**src/rtl/stim_signal_gen.sv**
```systemverilog
// stim_signal_gen
// Synthetic test-signal source for the moving-average / moving-median chain.
// Each enabled cycle emits one signed 16-bit sample: saturated sum of a DC
// level, an optional square wave and optional shaped LFSR noise. A periodic
// spike overrides the sum so the median path sees a known outlier pattern.
//
// Optional feature macro: SPIKE_BURST_EN (adds burst_len, multi-cycle spikes).
//
// Ports:
//   clk            system clock
//   reset          synchronous active-low reset
//   enable         run (1) / freeze (0)
//   mode           0=DC, 1=DC+square, 2=DC+noise, 3=DC+square+noise
//   level          signed DC offset
//   sq_amp         signed square amplitude
//   half_period    square half-period in cycles (0 behaves as 1)
//   noise_shift    arithmetic right shift applied to the noise word
//   spike_interval cycles between spikes (0 disables)
//   spike_value    signed value driven during a spike
//   burst_len      spike burst length, 0 behaves as 1 (SPIKE_BURST_EN only)
//   dataout        generated sample
//   valid          dataout is live
//   spike_flag     dataout is a spike this cycle
//   spike_count    spikes (bursts) emitted since reset, wrapping
//
// Spike FSM:
//   state   | meaning
//   S_IDLE  | spikes disabled (spike_interval=0), sp_cnt held at 0
//   S_COUNT | counting cycles towards the next spike
//   S_FIRE  | dataout carries spike_value, spike_flag high

module stim_signal_gen #(
  parameter logic [31:0] G_LFSR_SEED = 32'hACE12468,
  parameter int          G_CNT_WIDTH = 16
) (
  input  logic                   clk,
  input  logic                   reset,
  input  logic                   enable,
  input  logic [1:0]             mode,
  input  logic signed [15:0]     level,
  input  logic signed [15:0]     sq_amp,
  input  logic [G_CNT_WIDTH-1:0] half_period,
  input  logic [3:0]             noise_shift,
  input  logic [G_CNT_WIDTH-1:0] spike_interval,
  input  logic signed [15:0]     spike_value,
`ifdef SPIKE_BURST_EN
  input  logic [3:0]             burst_len,
`endif
  output logic signed [15:0]     dataout,
  output logic                   valid,
  output logic                   spike_flag,
  output logic [31:0]            spike_count
);

  typedef enum logic [1:0] {S_IDLE, S_COUNT, S_FIRE} state_t;

  localparam logic [G_CNT_WIDTH-1:0] CNT_ZERO = '0;
  localparam logic [G_CNT_WIDTH-1:0] CNT_ONE  = {{(G_CNT_WIDTH-1){1'b0}}, 1'b1};
  localparam logic [31:0]            LFSR_TAPS = 32'h8020_0003;

  state_t                   state, state_nxt;
  logic [G_CNT_WIDTH-1:0]   sp_cnt, sp_cnt_nxt;
  logic                     new_spike;
  logic                     burst_last;

  logic [31:0]              lfsr, lfsr_adv, lfsr_nxt;
  logic                     phase;
  logic [G_CNT_WIDTH-1:0]   hp_cnt, hp_max;
  logic                     hp_term;

  logic signed [15:0]       sq_term;
  logic signed [15:0]       noise;
  logic signed [17:0]       sum;
  logic signed [15:0]       sum_sat;
  logic signed [15:0]       sample_nxt;
  logic                     flag_nxt;

`ifdef SPIKE_BURST_EN
  logic [3:0] bst_cnt, bst_cnt_nxt;
  logic [3:0] burst_max;

  assign burst_max  = (burst_len == 4'd0) ? 4'd1 : burst_len;
  assign burst_last = (bst_cnt >= burst_max - 4'd1);
`else
  assign burst_last = 1'b1;
`endif

  // State register
  always_ff @(posedge clk) begin
    if (!reset) begin
      state  <= S_IDLE;
      sp_cnt <= CNT_ZERO;
`ifdef SPIKE_BURST_EN
      bst_cnt <= 4'd0;
`endif
    end else begin
      state  <= state_nxt;
      sp_cnt <= sp_cnt_nxt;
`ifdef SPIKE_BURST_EN
      bst_cnt <= bst_cnt_nxt;
`endif
    end
  end

  // Next-state logic. The cycle that leaves IDLE or finishes a spike already
  // occupies slot 0 of the next interval, so COUNT resumes at 1 and the
  // spike-to-spike period equals spike_interval exactly.
  always_comb begin
    state_nxt  = state;
    sp_cnt_nxt = sp_cnt;
    new_spike  = 1'b0;
`ifdef SPIKE_BURST_EN
    bst_cnt_nxt = bst_cnt;
`endif
    if (enable) begin
      case (state)
        S_IDLE: begin
          sp_cnt_nxt = CNT_ZERO;
          if (spike_interval != CNT_ZERO) begin
            state_nxt  = S_COUNT;
            sp_cnt_nxt = CNT_ONE;
          end
        end
        S_COUNT: begin
          if (spike_interval == CNT_ZERO) begin
            state_nxt  = S_IDLE;
            sp_cnt_nxt = CNT_ZERO;
          end else if (sp_cnt >= spike_interval - CNT_ONE) begin
            state_nxt  = S_FIRE;
            sp_cnt_nxt = CNT_ZERO;
            new_spike  = 1'b1;
`ifdef SPIKE_BURST_EN
            bst_cnt_nxt = 4'd0;
`endif
          end else begin
            sp_cnt_nxt = sp_cnt + CNT_ONE;
          end
        end
        S_FIRE: begin
          if (!burst_last) begin
`ifdef SPIKE_BURST_EN
            bst_cnt_nxt = bst_cnt + 4'd1;
`endif
          end else if (spike_interval == CNT_ZERO) begin
            state_nxt  = S_IDLE;
            sp_cnt_nxt = CNT_ZERO;
          end else if (spike_interval == CNT_ONE) begin
            state_nxt  = S_FIRE;
            sp_cnt_nxt = CNT_ZERO;
            new_spike  = 1'b1;
`ifdef SPIKE_BURST_EN
            bst_cnt_nxt = 4'd0;
`endif
          end else begin
            state_nxt  = S_COUNT;
            sp_cnt_nxt = CNT_ONE;
          end
        end
        default: begin
          state_nxt  = S_IDLE;
          sp_cnt_nxt = CNT_ZERO;
        end
      endcase
    end
  end

  // Output logic: next sample, decoded from the state being entered so the
  // registered spike_flag lines up with the FIRE state.
  always_comb begin
    hp_max  = (half_period == CNT_ZERO) ? CNT_ONE : half_period;
    hp_term = (hp_cnt >= hp_max - CNT_ONE);

    lfsr_adv = lfsr[0] ? ((lfsr >> 1) ^ LFSR_TAPS) : (lfsr >> 1);
    lfsr_nxt = (lfsr_adv == 32'd0) ? G_LFSR_SEED : lfsr_adv;

    // Negating -32768 does not fit in 16 bits; clamp it to +32767.
    if (phase)
      sq_term = sq_amp;
    else if (sq_amp == 16'sh8000)
      sq_term = 16'sh7FFF;
    else
      sq_term = -sq_amp;

    noise = $signed(lfsr[15:0]) >>> noise_shift;

    sum = {{2{level[15]}}, level};
    if (mode[0]) sum = sum + {{2{sq_term[15]}}, sq_term};
    if (mode[1]) sum = sum + {{2{noise[15]}}, noise};

    if (sum > 18'sd32767)
      sum_sat = 16'sh7FFF;
    else if (sum < -18'sd32768)
      sum_sat = 16'sh8000;
    else
      sum_sat = sum[15:0];

    flag_nxt   = enable && (state_nxt == S_FIRE);
    sample_nxt = 16'sd0;
    if (enable) sample_nxt = flag_nxt ? spike_value : sum_sat;
  end

  // Datapath and output registers
  always_ff @(posedge clk) begin
    if (!reset) begin
      lfsr        <= G_LFSR_SEED;
      phase       <= 1'b1;
      hp_cnt      <= CNT_ZERO;
      dataout     <= 16'sd0;
      valid       <= 1'b0;
      spike_flag  <= 1'b0;
      spike_count <= 32'd0;
    end else begin
      dataout    <= sample_nxt;
      valid      <= enable;
      spike_flag <= flag_nxt;
      if (enable) begin
        lfsr <= lfsr_nxt;
        if (hp_term) begin
          phase  <= ~phase;
          hp_cnt <= CNT_ZERO;
        end else begin
          hp_cnt <= hp_cnt + CNT_ONE;
        end
        if (new_spike) spike_count <= spike_count + 32'd1;
      end
    end
  end

endmodule

```
**config.mk**
```make
export PLATFORM = sky130hd
export DESIGN_NAME = stim_signal_gen
export DESIGN_NICKNAME = d
export VERILOG_FILES = /design/src/rtl/stim_signal_gen.sv
export SDC_FILE = /design/constraint.sdc
export NUM_CORES = 1
export LEC_CHECK = 0
export BUFFER_PORTS_ARGS = -buffer_cell sky130_fd_sc_hd__buf_4
export CAP_MARGIN = 20
export CORE_MARGIN = 4
export CORE_UTILIZATION = 50
export DETAILED_ROUTE_END_ITERATION = 7
export GPL_ROUTABILITY_DRIVEN = 0
export PLACE_DENSITY_LB_ADDON = 0.12
export SLEW_MARGIN = 25
export SYNTH_ARGS = -nofsm -noshare
export SYNTH_HDL_FRONTEND = slang
export SYNTH_SLANG_ARGS = --single-unit
```
**constraint.sdc**
```tcl
create_clock -name clk -period 9.32 [get_ports clk]
set_clock_uncertainty 0.1 [all_clocks]
set_input_delay 0.932 -clock clk [delete_from_list [all_inputs] [get_ports clk]]
set_output_delay 0.932 -clock clk [all_outputs]
set_load 0.02 [all_outputs]
```
# Word-level counts from Yosys, hierarchy flattened
# Index checks and enable logic that the tools add are counted.
# Widths: inputs -> output; s select.
# word_totals
elab_cells,68
out_inout_bits,50
ff_bits,117
in_bits,89
# classes
reduce_logical,9
shift,1
n_mux,30
n_bitwise,2
n_lt_le_gt_ge,4
eq_ne,5
add_sub_neg,8
# op_table
cell,count
$mux 16,9
$mux 32,2
$pmux 16 s3,1
$mux 18,2
$add 16x1->16 const B,2
$add 32x1->32 const B,1
$ge 16x16->1,2
$logic_not 16->1,2
$logic_not 32->1,1
$sub 16x1->16 const B,2
$add 18x18->18,1
$gt 18x16->1 const B,1
$lt 18x16->1 const B,1
$add 16x16->17,1
$eq 16x1->1 const B,1
$eq 16x16->1 const B,1
$neg 16->16,1
$reduce_bool 16->1,1
$sshr 16x4->16,1
$mux 2,6
$mux 1,8
$pmux 2 s3,1
$reduce_and 2->1,3
$eq 2x2->1 const B,2
6 further kinds,6

# Logic depth before layout (Yosys ltp)
# depth
word_depth,11
depth_mapped,33
depth_no_buf,31

# Worst setup path after synthesis
# OpenSTA, ideal clock, no wires.
# synth_timing
path_kind,input to register
start,in sq_amp[0]
end,reg dataout[0]
arrival_ns,6.933
required_time_ns,9.080
n_path_buf,1
slack_ns,2.147
setup_ns,0.140
cell_stages,29
cell_sequence,inv_1 > ha_1 > or3b_2 > or3_1 > nor4_4 > nand2_1 > nor2_1 > nand3_1 > buf_2 > o21ai_0 > ha_1 > inv_1 > fa_1 > nand2b_1 > a21o_1 > a2111oi_0 > nor2_1 > xnor2_1 > mux2_2 > ha_1 > a21oi_1 > nand3_1 > a21oi_1 > o31ai_1 > a211oi_1 > o22ai_1 > a21boi_1 > o21ai_1 > a21oi_1
# synth_between
elab_chain_cells,11
elab_cells_between_ends,13
classes_between,add/sub: 3; order compare: 2; eq/ne: 1; mux: 7
# synth_lines
item,line,source
"start, declared",41,"input logic signed [15:0] sq_amp,"
$neg 16->16 / $eq 16x16->1 (equally long branches),"182, 179",
$mux 16,179,else if (sq_amp == 16'sh8000)
$mux 16 (*),177,if (phase)
$add 16x16->17 (*),187,"if (mode[0]) sum = sum + {{2{sq_term[15]}}, sq_term};"
$mux 18 (*),187,
$add 18x18->18,188,"if (mode[1]) sum = sum + {{2{noise[15]}}, noise};"
$mux 18 (*),188,
$lt 18x16->1,192,else if (sum < -18'sd32768)
$mux 16,192,
$mux 16 (*),190,if (sum > 18'sd32767)
$mux 16 (*),199,if (enable) sample_nxt = flag_nxt ? spike_value : sum_sat;
"end signal, assigned",213,dataout <= sample_nxt;
"end, declared",49,"output logic signed [15:0] dataout,"
# Mark *: on every way between the ends. The rest lies on a longest branch, timed or not.
# A chain may end at the register's enable or synchronous reset.

# Final worst setup path
# layout_timing
start,in sq_amp[0]
end,reg dataout[10]
# The elaborated chain is that of the path after synthesis.

==> out/metrics.yaml <==
status: "finished clean"
cp.arrival_ns: 8.45
maxSlewViolCount: 0
synth_common_cells: "150 x nor2_1, 117 x dfxtp_1, 96 x a21oi_1, 93 x nand2_1, 76 x ha_1"
critPathMaxFanout: 13
ys_warn_count: 0
yosysMostFrequentCell: "nor2_1"
grt_pass1_wl_um: 38400
crit_buf_inv: 3
netlist_top_cells_area: "dfxtp_1 25%, ha_1 10%, nor2_1 6.1%, xnor2_1 5.2%, a21oi_1 5.2%"
grt_start_max_net_pins: 69
routed_wl_um: 23600
antenna_found_initial: 0
r2r-start: "phase$_SDFFE_PN1P_"
p_sw_w: 0.000528
cts_root_buf: "clkbuf_16"
tightest_slew_ns: 0.949
ys.flop_type: "dfxtp_1"
setup_tns_ns: 0
clock_latency_ns: 0.41
syn_inst: 1159
final_area_um2: 11000
powerDensity_nw_per_um2: 150
port_buffers: 138
ant_nets: 0
grt_pass1_vias: 7816
start_util: 0.511
cellLeakagePower_nw: 4.63
wl_per_cell_um: 15.6
p_comb_frac: 0.274
critical_path.startpoint: "sq_amp[0]"
worstPathRequired_ns: 9.55
relSlewSlack: 0.365
startpoint_type: "input port"
vdd_drop_max_v: 0.000153
synth-edff-count: 0
fin_crit_sh: 0.882
clock_path_buffers: 2
postCtsSetupBuffers: 0
io_pins: 139
fp.coreArea_um2: 18000
grt_usage: 0.226
synth.largest_area_cell: "dfxtp_1"
drc: 0
clockPowerShare: 0.397
firstDrtPassIters: 5
max_stage_delay_ns: 0.68
netlist_area_um2: 9220
nets: 1439
cts_sinks: 117
syn_nets: 1326
cpMostUsedCell: "ha_1"
drt-initial-drc-count: 519
cp_top_family: "simple AND/OR/NAND/NOR gates"
syn-mean-instance-area_um2: 7.95
finalSetupViolations: 0
hold_buffers: 0
rsz0062_at_grt: "false"
dp_hpwl_um: 18000
period_minus_slack_ns: 8.22
diodes: 0
ys_seq_elements: 117
cts.clk_slew.worst_paths_ns: 0.06
synthSimpleGateAreaFrac: 0.243
drive_gt1_frac: 0.172
worstHoldPathType: "reg -> reg"
fp.dieH_um: 144
area_delta_synth_final_pct: 19.0
hold_start: "spike_count[31]$_SDFFE_PN0P_"
cts_tree: "yes"
cts_buffers: 17
die_area_um2: 20700
via_per_inst: 5.71
synth_top_family_by_area: "simple AND/OR/NAND/NOR gates"
die-width_um: 144
synth_mux_area_frac: 0.0814
ys_seq_area_frac: 0.254
synth_cell_types: 78
swShare: 0.320
synthXorXnorAreaFrac: 0.0903
post_dp_cell_area_um2: 10400
seq_power_share: 0.329
rows: 49
synth_compound_area_frac: 0.190
p_int_w: 0.00112
cts-resized-gates: 0
finalHoldViolations: 0
synth_top_area_frac: 0.254
worstSetupEndpointType: "register"
cpMaxStageDelayCell: "a2111oi_0"
num_vias: 8649
crit_type: "in -> reg"
cts_max_level: 4
fmax_mhz: 122
synth_adder_area_share: 0.107
overflow: 0
cap_violations: 0
async_flop_share: 0
==> placed cells by master (no fill, tap or decap), types with 7 or more instances in the layout <==
cell	instances
a31oi_1	11
nor4_1	16
nor3_1	22
mux2_2	18
nor2_1	150
nand2_1	93
inv_1	34
mux4_2	9
a21oi_1	96
nand4_1	14
xor2_1	40
o21ai_0	58
nor3b_1	18
a21o_1	15
a211oi_1	21
o31ai_1	7
mux2i_1	33
buf_4	140
or3_1	13
clkbuf_16	17
ha_1	76
nand2b_1	20
nand3_1	38
dfxtp_1	117
o211ai_1	8
o21a_1	7
xnor2_1	55
o2111ai_1	8
and3_1	21
o22ai_1	16
==> worst reg2reg max path: cells and delay by family (launching register included) <==
kind | cells | cell delay [ns]
AND/OR/NAND/NOR | 4 | 1.54
XOR/XNOR | 1 | 0.17
buffers and inverters | 1 | 0.45
adder cells (fa/ha/maj) | 2 | 0.78
flip-flops | 1 | 0.70
AO/OA/AOI/OAI | 11 | 2.32
==> flip-flops by register name (all words and copies together), names as in the netlist <==
signal / cells
valid: 1
spike_count: 32
phase: 1
lfsr: 32
dataout: 16
sp_cnt: 16
state: 2
hp_cnt: 16
spike_flag: 1
==> worst paths after layout <==
kind	endpoint	slack (ns)	cells past startpoint
setup / recovery	dataout[10]$_SDFF_PN0_	1.10	27
hold / removal	spike_count[31]$_SDFFE_PN0P_	0.39	2
setup reg to reg	dataout[10]$_SDFF_PN0_	3.18	19
hold reg to reg	spike_count[31]$_SDFFE_PN0P_	0.39	2
==> through the flow <==
| step | hold slack (ns) | worst slack [ns] | instances | total power (W) | utilization |
|---|---|---|---|---|---|
| 6_report | 0.393 | 1.10 | 1514 | 0.00165 | 0.609 |
| 5_1_grt | 0.441 | 0.446 | 1514 | 0.00174 | 0.609 |
| 4_1_cts | 0.397 | 1.24 | 1514 | 0.00166 | 0.608 |
| 3_5_place_dp | 0.364 | 0.835 | 1482 | 0.000997 | 0.576 |
| 3_3_place_gp | 0.356 | 1.07 | 1482 | 0.000996 | 0.576 |
| 2_1_floorplan | 0.374 | 2.15 | 1159 | 0.000867 | - |
==> metal layers <==
metal,global-route usage,share of wire,up-vias
met5,0,0,-
met4,0.0471,0.011,0
met3,0.0456,0.068,21
met2,0.347,0.44,240
met1,0.329,0.48,3938
li1,-,-,4450
==> power groups by stage <==
| stage | registers (W) | clock network [W] | logic, W |
|---|---|---|---|
| 2_1_floorplan | 0.000559 | 0 | 0.000308 |
| 3_3_place_gp | 0.000553 | 0 | 0.000443 |
| 3_5_place_dp | 0.000553 | 0 | 0.000444 |
| 4_1_cts | 0.000542 | 0.000668 | 0.000447 |
| 5_1_grt | 0.000545 | 0.000694 | 0.000503 |
| 6_report | 0.000542 | 0.000655 | 0.000453 |
==> area by class of cell <==
cell class / count / area [µm²]
multi-input cells: 960 / 6560
fillers: 1630 / 7050
flip-flops and latches: 117 / 2340
repair buffers: 140 / 1050
clock inverters: 15 / 169
clock buffers: 17 / 425
inverters: 36 / 135
well taps: 229 / 287
==> kinds of logic after synthesis <==
logic type	after synthesis
and+or+nand+nor	444
AOI/OAI and AO/OA	282
DFF	117
xor gates and xnor gates	95
buffers and inverters	82
adders and majority gates	78
muxes	61
Power figures use the tool's default switching activity.
